`src/rtl/f2_slide_controller.sv`:
```
// Image slide controller: manual forwards/backwards navigation with image-load handshake,
// rotation and inversion flags. Optional autoslide timer enabled by macro F2_SLIDE_AUTOSLIDE_EN.
module f2_slide_controller #(
  parameter int NUM_IMAGES  = 8,
  parameter int AUTO_PERIOD = 50_000_000
) (
  input  logic       clk,
  input  logic       reset,
  input  logic [3:0] f2_button_command,
  input  logic       f2_switch_command,
  input  logic       load_ack,
  output logic [7:0] image_index,
  output logic [1:0] rotation,
  output logic       invert,
  output logic       load_req
);

  typedef enum logic {IDLE = 1'b0, LOAD = 1'b1} state_t;

  localparam logic [7:0] IDX_MAX = 8'(NUM_IMAGES - 1);

  state_t     state_r, state_s;
  logic [3:0] cmd_prev_r;
  logic       start_r;
  logic [7:0] index_s;
  logic [1:0] rotation_s;
  logic       invert_s, load_req_s;
  logic       event_s, fwd_s, bwd_s, rot_s, inv_s;
  logic       auto_step_s;

  function automatic logic [7:0] next_index(input logic [7:0] idx, input logic fwd);
    logic [7:0] res;
    if (fwd) begin
      res = (idx == IDX_MAX) ? 8'd0 : idx + 8'd1;
    end else begin
      res = (idx == 8'd0) ? IDX_MAX : idx - 8'd1;
    end
    return res;
  endfunction

  // Edge-detect the command code and decode it into one-cycle event strobes
  always_comb begin
    fwd_s   = 1'b0;
    bwd_s   = 1'b0;
    rot_s   = 1'b0;
    inv_s   = 1'b0;
    event_s = (f2_button_command != cmd_prev_r);
    if (event_s) begin
      case (f2_button_command)
        4'd1:    bwd_s = 1'b1;
        4'd2:    fwd_s = 1'b1;
        4'd3:    rot_s = 1'b1;
        4'd4:    inv_s = 1'b1;
        default: fwd_s = 1'b0;
      endcase
    end else begin
      fwd_s = 1'b0;
    end
  end

`ifdef F2_SLIDE_AUTOSLIDE_EN
  localparam int CNT_W = (AUTO_PERIOD > 2) ? $clog2(AUTO_PERIOD) : 1;
  localparam logic [CNT_W-1:0] CNT_MAX = CNT_W'(AUTO_PERIOD - 1);

  logic [CNT_W-1:0] auto_cnt_r, auto_cnt_s;

  // Autoslide interval counter; a manual step always clears it and suppresses expiry
  always_comb begin
    auto_cnt_s  = auto_cnt_r;
    auto_step_s = 1'b0;
    if (!f2_switch_command || fwd_s || bwd_s) begin
      auto_cnt_s = {CNT_W{1'b0}};
    end else if (state_r == LOAD || start_r) begin
      auto_cnt_s = auto_cnt_r;
    end else if (auto_cnt_r == CNT_MAX) begin
      auto_cnt_s  = {CNT_W{1'b0}};
      auto_step_s = 1'b1;
    end else begin
      auto_cnt_s = auto_cnt_r + CNT_W'(1'b1);
    end
  end

  // Autoslide counter register
  always_ff @(posedge clk) begin
    if (reset) begin
      auto_cnt_r <= {CNT_W{1'b0}};
    end else begin
      auto_cnt_r <= auto_cnt_s;
    end
  end
`else
  logic unused_switch_s;
  assign unused_switch_s = f2_switch_command;
  assign auto_step_s     = 1'b0;
`endif

  // Next-state and next-output logic; rotate/invert act in either state
  always_comb begin
    state_s    = state_r;
    index_s    = image_index;
    rotation_s = rotation;
    invert_s   = invert;
    load_req_s = load_req;
    if (rot_s) begin
      rotation_s = rotation + 2'd1;
    end else begin
      rotation_s = rotation;
    end
    if (inv_s) begin
      invert_s = ~invert;
    end else begin
      invert_s = invert;
    end
    case (state_r)
      IDLE: begin
        if (fwd_s || bwd_s) begin
          index_s    = next_index(image_index, fwd_s);
          state_s    = LOAD;
          load_req_s = 1'b1;
        end else if (auto_step_s) begin
          index_s    = next_index(image_index, 1'b1);
          state_s    = LOAD;
          load_req_s = 1'b1;
        end else if (start_r) begin
          state_s    = LOAD;
          load_req_s = 1'b1;
        end else begin
          state_s    = IDLE;
          load_req_s = 1'b0;
        end
      end
      LOAD: begin
        if (load_ack) begin
          state_s    = IDLE;
          load_req_s = 1'b0;
        end else begin
          state_s    = LOAD;
          load_req_s = 1'b1;
        end
      end
      default: begin
        state_s    = IDLE;
        load_req_s = 1'b0;
      end
    endcase
  end

  // State and output registers; start_r requests the initial image load after reset
  always_ff @(posedge clk) begin
    if (reset) begin
      state_r     <= IDLE;
      cmd_prev_r  <= 4'd0;
      start_r     <= 1'b1;
      image_index <= 8'd0;
      rotation    <= 2'd0;
      invert      <= 1'b0;
      load_req    <= 1'b0;
    end else begin
      state_r     <= state_s;
      cmd_prev_r  <= f2_button_command;
      start_r     <= 1'b0;
      image_index <= index_s;
      rotation    <= rotation_s;
      invert      <= invert_s;
      load_req    <= load_req_s;
    end
  end

endmodule

```
`config.mk`:
```
export PLATFORM = sky130hd
export DESIGN_NAME = f2_slide_controller
export DESIGN_NICKNAME = d
export VERILOG_FILES = /design/src/rtl/f2_slide_controller.sv
export SDC_FILE = /design/constraint.sdc
export NUM_CORES = 1
export LEC_CHECK = 0
export ABC_AREA = 1
export BUFFER_PORTS_ARGS = -buffer_cell sky130_fd_sc_hd__buf_2
export CORE_MARGIN = 2
export CORE_UTILIZATION = 49
export DETAILED_ROUTE_END_ITERATION = 7
export PLACE_DENSITY = 0.72
export SLEW_MARGIN = 20
export SYNTH_ARGS = -nofsm -noshare
export SYNTH_HDL_FRONTEND = slang
export SYNTH_SLANG_ARGS = --single-unit
```
`constraint.sdc`:
```
create_clock -name clk -period 1.3 [get_ports clk]
set_input_delay 0.26 -clock clk [delete_from_list [all_inputs] [get_ports clk]]
set_output_delay 0.26 -clock clk [all_outputs]
set_load 0.01 [all_outputs]
```
==> impl_metrics.csv, run 1 <==
group,metric,value,unit
outcome,status,"finished with violations",
outcome,violations,"negative setup slack",
timing,rsz0062_at_grt,"yes",
timing,setup_ws,-0.0991,ns
clock_tree,cts-root-buf,"clkbuf_4",
critical_path,path_max_fanout,3,
clock_tree,insertion_delay,0.30,ns
layout,layout-drive-gt1-share,45.1,%
layout,layout_common_cells,"38 x nand2_1, 21 x nor2_1, 20 x buf_4",
critical_path,ff2ff_setup_slack,-0.1,ns
critical_path,crit_type,"flop to flop",
clock_tree,ctsHoldBuffers,0,
timing,worst_pin_slew,0.325,ns
timing,tns,-0.214,ns
yosys,synth-seq-cells,17,
layout,n_antenna_cell,0,
placed_design,portBuffers,18,
timing,maxSlewViolCount,0,
routing,drt-pass1-iter-count,4,
critical_path,required,1.50,ns
yosys,synthCells,182,
grt,grt_max_degree,12,
yosys,synth_fp_nets,192,
layout,design_area,1660,um^2
routing,drt-wirelength-per-cell,13.9,um
pwr,vdd_drop_max,0.908,mV
yosys,yosys_warnings,0,
yosys,syn_area,1140,um^2
grt,grt_antenna_before_repair,0,
yosys,yosys-top-cells-area,"dfxtp_1 30%, nand2_1 15%, nor2_1 9.5%",
critical_path,cp-end-kind,"flop",
timing,period_share,108,%
placed_design,place_hpwl,2100,um
grt,grt_overflow,0,
clock_tree,cts_tree,"built",
clock_tree,numCtsBuffers,3,
routing,ant_nets,0,
critical_path,worstSetupStartpointType,"flop",
pwr,power_leakage,0.782,nW
layout,nets,237,
timing,hold_viol,0,
placed_design,place.gp.congestion,0.930,
routing,drt-initial-drc-count,31,
pwr,power_density,847,nW/um^2
timing,clock_skew,0.00539,ns
critical_path,r2r_start,"image_index[0]",
yosys,yosysTopAreaCell,"dfxtp_1",
grt,grtUsageTotal,25.1,%
critical_path,worst_ep_arrival_time,1.60,ns
critical_path,crit_path_max_incr_delay,0.40,ns
critical_path,setup.worst_path.end,"image_index[3]",
floorplanning,start_util,51.7,%
clock_tree,cts_buffer_depth,2,
layout,area_growth,44.9,%
worst_hold_path,hold_path_class,"primary input to flop",
routing,drcViolationCount,0,
critical_path,critical_path.startpoint,"image_index[0]",
timing,finalSetupViolCount,3,
worst_hold_path,worstHoldStart,"reset",
floorplanning,dieArea,2740,um^2
yosys,synth_top_cell_area_share,29.8,%
timing,period_needed,1.40,ns
critical_path,crit_path_top_delay_cell,"dfxtp_4",
critical_path,r2r-end,"image_index[3]",
layout,post-route-util,74.9,%
critical_path,path_cells,"ha_4 > buf_4 > nand3_1 > nor2_1 > a21oi_1 > nand2_1 > nand2_1 > nor2_1 > nor2_1",
clock_tree,numClockSinks,17,
floorplanning,die_x,52.3,um
routing,routed_wl,3520,um
pwr,finalPower,1.40,mW
timing,fmax,715,MHz
flow_run,maxCapViolations,0,
routing,viasPerCell,5.33,
yosys,syn_area_per_cell,6.28,um^2
clock_tree,h-tree-depth,1,
critical_path,cpMostUsedCell,"nor2_1",
floorplanning,fp.dieH,52.3,um
clock_tree,clk_pin_slew_worst_paths,0.11,ns
placed_design,place_area,1400,um^2
critical_path,reg2reg_depth,9,
floorplanning,design.core.area,2210,um^2
routing,vias,1353,
timing,maxSlewHeadroom,78.3,%
grt,grt_pass1_vias,1237,
grt,grt_pass1_wl,5140,um
floorplanning,row_count,17,
yosys,synth_cell_types,26,
layout,layout_commonest_cell,"nand2_1",
floorplanning,ios,20,
yosys,seq_area_frac_synth,29.8,%
[worst min path at each step]
stage,endpoint,slack (ns),depth (start not counted)
global route,start_r,0.20,1
global placement,rotation[1],0.44,2
CTS,start_r,0.21,1
detailed placement,rotation[1],0.47,2
floorplan,start_r,0.29,0
finish,start_r,0.22,1
[stage by stage]
| step | cells | hold WS, ns | worst slack, ns |
|---|---|---|---|
| 6_report | 254 | 0.216 | -0.0991 |
| 3_3_place_gp | 244 | 0.441 | -0.116 |
| 2_1_floorplan | 182 | 0.288 | 0.00712 |
| 3_5_place_dp | 244 | 0.467 | -0.150 |
| 4_1_cts | 250 | 0.207 | 0.000215 |
| 5_1_grt | 254 | 0.199 | -0.161 |
[critical path: cells and delay by family, from the launching register on]
kind / cells / cell delay, ns
compound gates: 1 / 0.07
simple gates: 6 / 0.58
flops: 1 / 0.40
fa+ha+maj: 1 / 0.16
buf+inv: 1 / 0.11
[synth_stat cells (all sizes together)]
library cell / n
a21oi: 10
and2: 1
buf: 1
clkbuf: 1
dfxtp: 17
ha: 2
inv: 27
nand2: 52
nand3: 15
nand3b: 1
nand4: 4
nor2: 32
nor3: 2
nor3b: 1
o21ai: 10
xor2: 6
[what timing repair did]
item / 4_1_cts / 5_1_grt
gates cloned: 0 / 1
setup buffers: 2 / 3
endpoints found under the setup margin: 7 / 10
pin swaps: 5 / 22
gates resized for setup: 14 / 46
[cell families (layout without fill, tap and decap cells)]
kind of cell | count (synthesis) | after routing | synth area share (%)
and+or+nand+nor | 108 | 109 | 44.5
DFF | 17 | 17 | 29.8
buffers and inverters | 29 | 72 | 9.85
xor gates and xnor gates | 6 | 6 | 4.60
AOI/OAI and AO/OA | 20 | 20 | 9.08
adders and majority gates | 2 | 2 | 2.19
[routing by layer]
metal,part of all wire (%),up-vias,global-route usage (%)
met1,41,638,29.1
met5,0,-,0
met4,1.3,0,7.26
met2,51,50,44.6
li1,-,659,-
met3,6.2,6,6.86
[flip-flops by register name, indices dropped and copies added, names as in the netlist]
name,count
start_r,1
cmd_prev_r,4
rotation,2
invert,1
state_r,1
image_index,8
[power breakdown]
group / switching [mW] / internal [mW] / total (mW) / leakage [nW]
registers: 0.0403 / 0.551 / 0.591 / 0.144
clock network: 0.183 / 0.117 / 0.301 / 0.0139
logic: 0.299 / 0.212 / 0.511 / 0.624
[final cells by class]
cell class	count	area, um^2
clock inverters	1	7.51
multi-input cells	137	848
fillers	169	556
inverters	27	111
well taps	28	35.0
flip-flops and latches	17	358
repair buffers	41	274
clock buffers	3	22.5
Note: power is estimated with default switching activity, not from simulation.
==> inputs of run 2 (changes only) <==
PLACE_DENSITY = default   (was 0.72)
PLACE_DENSITY_LB_ADDON = 0.3   (was default)
==> impl_metrics.csv, run 2 (synthesis results as in run 1) <==
group,metric,value,unit
outcome,status,"finished with violations",
outcome,violations,"negative setup slack",
critical_path,ff2ff_setup_slack,-0.03,ns
critical_path,required,1.53,ns
floorplanning,fp.dieH,52.3,um
clock_tree,numClockSinks,17,
floorplanning,ios,20,
timing,clock_skew,0.00335,ns
floorplanning,start_util,51.7,%
grt,grtUsageTotal,23.8,%
worst_hold_path,worstHoldStart,"reset",
timing,maxSlewHeadroom,75.2,%
routing,ant_nets,0,
clock_tree,cts_buffer_depth,2,
floorplanning,die_x,52.3,um
timing,rsz0062_at_grt,"yes",
pwr,p_comb_share,36.4,%
grt,grt_pass1_wl,4910,um
pwr,vdd_drop_max,0.688,mV
routing,drt-pass1-iter-count,4,
critical_path,reg2reg_depth,11,
pwr,power_density,845,nW/um^2
layout,num-fill-cells,174,
placed_design,place_hpwl,2080,um
pwr,pwr-share-seq,42.2,%
critical_path,r2r-end,"image_index[1]",
layout,layout_common_cells,"35 x nand2_1, 20 x buf_4, 19 x nor2_1",
timing,hold_viol,0,
critical_path,worstSetupStartpointType,"flop",
flow_run,maxCapViolations,0,
critical_path,cp-end-kind,"flop",
layout,layout-drive-gt1-share,47.1,%
critical_path,worst_ep_arrival_time,1.57,ns
critical_path,r2r_start,"cmd_prev_r[0]",
routing,wl_met1,1490,um
clock_tree,ctsHoldBuffers,0,
layout,ff_latch_area,360,um^2
clock_tree,cts-root-buf,"clkbuf_4",
placed_design,place.gp.congestion,0.945,
worst_hold_path,hold_path_class,"primary input to flop",
floorplanning,row_count,17,
pwr,p_switching,0.523,mW
routing,routed-wl-met3,216,um
grt,grt_pass1_vias,1254,
timing,period_needed,1.33,ns
pwr,power_leakage,0.801,nW
placed_design,portBuffers,18,
grt,grt_antenna_before_repair,0,
timing,finalSetupViolCount,7,
layout,regMostFlops,"image_index",
clock_tree,insertion_delay,0.29,ns
timing,worst_pin_slew,0.370,ns
routing,dr.max_layer_used,"met4",
routing,wl_met2,1780,um
timing,setup_ws,-0.0346,ns
critical_path,crit_type,"flop to flop",
layout,design_area,1650,um^2
routing,routed_wl,3580,um
routing,drt-initial-drc-count,63,
clock_tree,h-tree-depth,1,
pwr,clkPwrFrac,21.4,%
layout,nets,234,
grt,grt_max_degree,10,
routing,drt-wirelength-per-cell,14.3,um
pwr,sw_frac_of_total,37.4,%
layout,layout_commonest_cell,"nand2_1",
routing,vias,1353,
routing,drcViolationCount,0,
grt,grt_overflow,0,
clock_tree,cts_tree,"built",
pwr,intPower,0.875,mW
critical_path,path_max_fanout,8,
timing,period_share,103,%
floorplanning,dieArea,2740,um^2
timing,maxSlewViolCount,0,
timing,fmax,749,MHz
layout,area_growth,44.6,%
clock_tree,clk_pin_slew_worst_paths,0.10,ns
layout,multiInputGateArea,878,um^2
layout,n_antenna_cell,0,
placed_design,place_area,1390,um^2
floorplanning,design.core.area,2210,um^2
routing,viasPerCell,5.39,
layout,largest_reg_flops,8,
worst_hold_path,min_to,"state_r",
clock_tree,numCtsBuffers,3,
layout,largestRegisters,"image_index: 8 flops, cmd_prev_r: 4 flops, rotation: 2 flops",
worst_hold_path,hold-path-cell-count,2,
layout,post-route-util,74.8,%
[run 2: cell types whose count changed in the layout (fill, tap and decap cells not counted), moves of 2 or more]
cell,before,now
o21ai_0,5,7
nand2_1,38,35
inv_6,2,0
inv_4,0,2
nor2_4,7,5
nor2_2,4,8
buf_6,3,0
o21ai_1,5,3
inv_2,9,7
nand3_1,12,10
nand2_4,3,5
nor2_1,21,19
[run 2: final cells by class]
type | count | area share (%)
multi-input cells | 137 | 53.1
repair buffers | 38 | 14.5
clock buffers | 4 | 1.59
inverters | 27 | 6.88
flip-flops and latches | 17 | 21.8
well taps | 28 | 2.12
[run 2: worst max-delay path by stage]
stage               slack, ns        endpoint                  from
CTS                     -0.02  image_index[6]        image_index[0]
floorplan               0.007  image_index[5]        image_index[2]
global placement        -0.11  image_index[6]  f2_button_command[3]
detailed placement      -0.16  image_index[3]  f2_button_command[2]
global route            -0.13  image_index[2]         cmd_prev_r[1]
finish                  -0.03  image_index[1]         cmd_prev_r[0]
[run 2: power groups by stage]
stage / sequential (mW) / combinational, mW / clock [mW]
floorplan: 0.596 / 0.245 / 0
global placement: 0.587 / 0.366 / 0
detailed placement: 0.590 / 0.375 / 0
CTS: 0.577 / 0.397 / 0.295
global route: 0.595 / 0.552 / 0.323
finish: 0.590 / 0.508 / 0.299
[run 2: layer usage]
| layer | global-route usage, % | vias up |
|---|---|---|
| met2 | 41.3 | 55 |
| met4 | 11.1 | 0 |
| met5 | 0 | - |
| met1 | 28.5 | 628 |
| met3 | 3.43 | 13 |
| li1 | - | 657 |
[run 2: metrics by stage]
step / hold slack [ns] / std cells / power (mW) / setup TNS (ns) / setup slack (ns)
2_1_floorplan: 0.288 / 182 / 0.841 / 0 / 0.00712
3_3_place_gp: 0.441 / 242 / 0.953 / -0.592 / -0.108
3_5_place_dp: 0.464 / 242 / 0.965 / -1.05 / -0.155
4_1_cts: 0.205 / 247 / 1.27 / -0.0358 / -0.0199
5_1_grt: 0.195 / 251 / 1.47 / -0.947 / -0.132
6_report: 0.208 / 251 / 1.40 / -0.144 / -0.0346
[run 2: timing repair]
| action | CTS | global route |
|---|---|---|
| gates resized for setup | 8 | 56 |
| buffers inserted | 1 | 3 |
| endpoints found under the setup margin | 8 | 12 |
| gates cloned | 0 | 1 |
| pin swaps | 1 | 21 |
[run 2: critical path, stage by stage (launching register included)]
cell and delay, ns:
dfxtp_2 0.35, inv_2 0.03, nand2_2 0.04, nand2_2 0.06, nor2_4 0.16, nand2_4 0.13
nand2_8 0.15, buf_4 0.12, nand2_1 0.04, nand2_1 0.05, nor2_1 0.04, nor2_1 0.08
==> inputs of run 3 (changes only) <==
CTS_CLUSTER_DIAMETER = 50   (was default)
PLACE_DENSITY = 0.74   (was default)
PLACE_DENSITY_LB_ADDON = default   (was 0.3)
==> impl_metrics.csv, run 3 (synthesis results as in run 1) <==
group,metric,value,unit
clock_tree,cts_tree,"built",
layout,regMostFlops,"image_index",
layout,largest_reg_flops,8,
timing,maxSlewHeadroom,79.9,%
worst_hold_path,hold-path-cell-count,2,
critical_path,crit_path_top_delay_cell,"dfxtp_4",
placed_design,place_area,1390,um^2
critical_path,worst_ep_arrival_time,1.50,ns
layout,layout_commonest_cell,"nand2_1",
floorplanning,fp.dieH,52.3,um
layout,nets,233,
routing,vias,1319,
routing,routed_wl,3270,um
layout,fin_cells,250,
critical_path,path_max_fanout,4,
routing,drt-pass1-iter-count,4,
floorplanning,design.core.area,2210,um^2
critical_path,reg2reg_depth,9,
worst_hold_path,hold_path_class,"primary input to flop",
flow_run,maxCapViolations,0,
timing,worst_pin_slew,0.301,ns
clock_tree,cts_buffer_depth,2,
floorplanning,ios,20,
routing,drt-initial-drc-count,38,
grt,grt_overflow,0,
floorplanning,dieArea,2740,um^2
floorplanning,start_util,51.7,%
pwr,power_leakage,0.759,nW
floorplanning,die_x,52.3,um
outcome,status,"finished with violations",
timing,maxSlewViolCount,0,
grt,grt_max_degree,10,
timing,finalSetupViolCount,1,
routing,ant_nets,0,
timing,setup_ws,-0.000706,ns
routing,drt-wirelength-per-cell,13.1,um
grt,grt_pass1_vias,1224,
critical_path,ff2ff_setup_slack,-0.0007,ns
grt,grt_pass1_wl,5260,um
clock_tree,cts-root-buf,"clkbuf_4",
grt,grt_antenna_before_repair,0,
critical_path,required,1.50,ns
placed_design,place.gp.congestion,0.973,
layout,layout-drive-gt1-share,42.8,%
layout,design_area,1610,um^2
critical_path,r2r_start,"image_index[0]",
critical_path,crit_path_max_incr_delay,0.38,ns
timing,period_share,100,%
layout,post-route-util,72.9,%
clock_tree,numCtsBuffers,3,
placed_design,dpl_worst_slack,-0.158,ns
placed_design,place_hpwl,2170,um
pwr,vdd_drop_max,0.780,mV
clock_tree,clk_pin_slew_worst_paths,0.11,ns
timing,period_needed,1.30,ns
critical_path,r2r-end,"image_index[3]",
routing,drcViolationCount,0,
timing,fmax,769,MHz
outcome,violations,"negative setup slack",
critical_path,crit_type,"flop to flop",
placed_design,post-place-cells,243,
layout,largestRegisters,"image_index: 8 flops, cmd_prev_r: 4 flops, rotation: 2 flops",
critical_path,cp-end-kind,"flop",
layout,layout_common_cells,"40 x nand2_1, 21 x nor2_1, 20 x inv_1",
placed_design,portBuffers,18,
routing,viasPerCell,5.28,
floorplanning,row_count,17,
layout,area_growth,41.0,%
timing,hold_viol,0,
pwr,power_density,856,nW/um^2
clock_tree,h-tree-depth,1,
layout,n_antenna_cell,0,
critical_path,cpMostUsedCell,"nor2_1",
critical_path,worstSetupStartpointType,"flop",
clock_tree,numClockSinks,17,
timing,clock_skew,0.00796,ns
clock_tree,ctsHoldBuffers,0,
timing,rsz0062_at_grt,"yes",
grt,grtUsageTotal,25.6,%
worst_hold_path,min_to,"state_r",
clock_tree,insertion_delay,0.30,ns
critical_path,path_cells,"inv_4 > ha_4 > nand2_4 > nor2_4 > inv_2 > nand3_2 > nand2_1 > nor2_1 > nor2_1",
worst_hold_path,worstHoldStart,"reset",
==> run 3: cell types whose count changed in the layout (fill, tap and decap cells not counted), sizes merged <==
| cell | before | now |
|---|---|---|
| buf | 38 | 37 |
==> run 3: where the power goes <==
| group | internal (mW) | switching (mW) | total (mW) |
|---|---|---|---|
| Sequential | 0.550 | 0.0389 | 0.589 |
| Combinational | 0.202 | 0.282 | 0.484 |
| Clock | 0.120 | 0.189 | 0.309 |
==> run 3: timing repair <==
item	4_1_cts	5_1_grt
resized for setup	13	43
cloned	0	1
pin swaps	1	16
setup endpoints to repair	8	11
buffers inserted	2	0
==> run 3: critical path: cells and delay by family, from the launching register on <==
kind                     cells  cell delay (ns)
buffers and inverters        2             0.16
flip-flops                   1             0.38
adder cells (fa/ha/maj)      1             0.15
AND/OR/NAND/NOR              6             0.50
==> run 3: worst max-delay path by stage <==
| stage | slack (ns) | cells past startpoint | endpoint | startpoint |
|---|---|---|---|---|
| 4_1_cts | 0.001 | 9 | image_index[6] | cmd_prev_r[2] |
| 3_5_place_dp | -0.16 | 9 | image_index[6] | f2_button_command[3] |
| 2_1_floorplan | 0.007 | 9 | image_index[5] | image_index[2] |
| 5_1_grt | -0.11 | 8 | image_index[4] | image_index[1] |
| 3_3_place_gp | -0.11 | 9 | image_index[6] | f2_button_command[3] |
| 6_report | -0.0007 | 9 | image_index[3] | image_index[0] |
==> run 3: metal layers <==
metal / vias to the layer above / track usage, % / wire, um
li1: 654 / - / -
met1: 615 / 32.0 / 1440
met2: 42 / 44.4 / 1580
met3: 8 / 4.00 / 189
met4: 0 / 8.12 / 57
met5: - / 0 / 0
==> run 3: metrics by stage <==
stage / hold WS [ns] / total power, mW / TNS (ns)
3_5_place_dp: 0.465 / 0.976 / -1.09
6_report: 0.207 / 1.38 / -0.000706
4_1_cts: 0.211 / 1.29 / 0
5_1_grt: 0.194 / 1.46 / -0.639
2_1_floorplan: 0.288 / 0.841 / 0
3_3_place_gp: 0.440 / 0.959 / -0.594
==> run 3: area by class of cell <==
type                       count  area [um^2]
multi-input combinational    137          841
fill                         181          599
sequential                    17          360
timing repair buffer          37          236
inverter                      27          114
tap                           28         35.0
clock buffer                   4         26.3
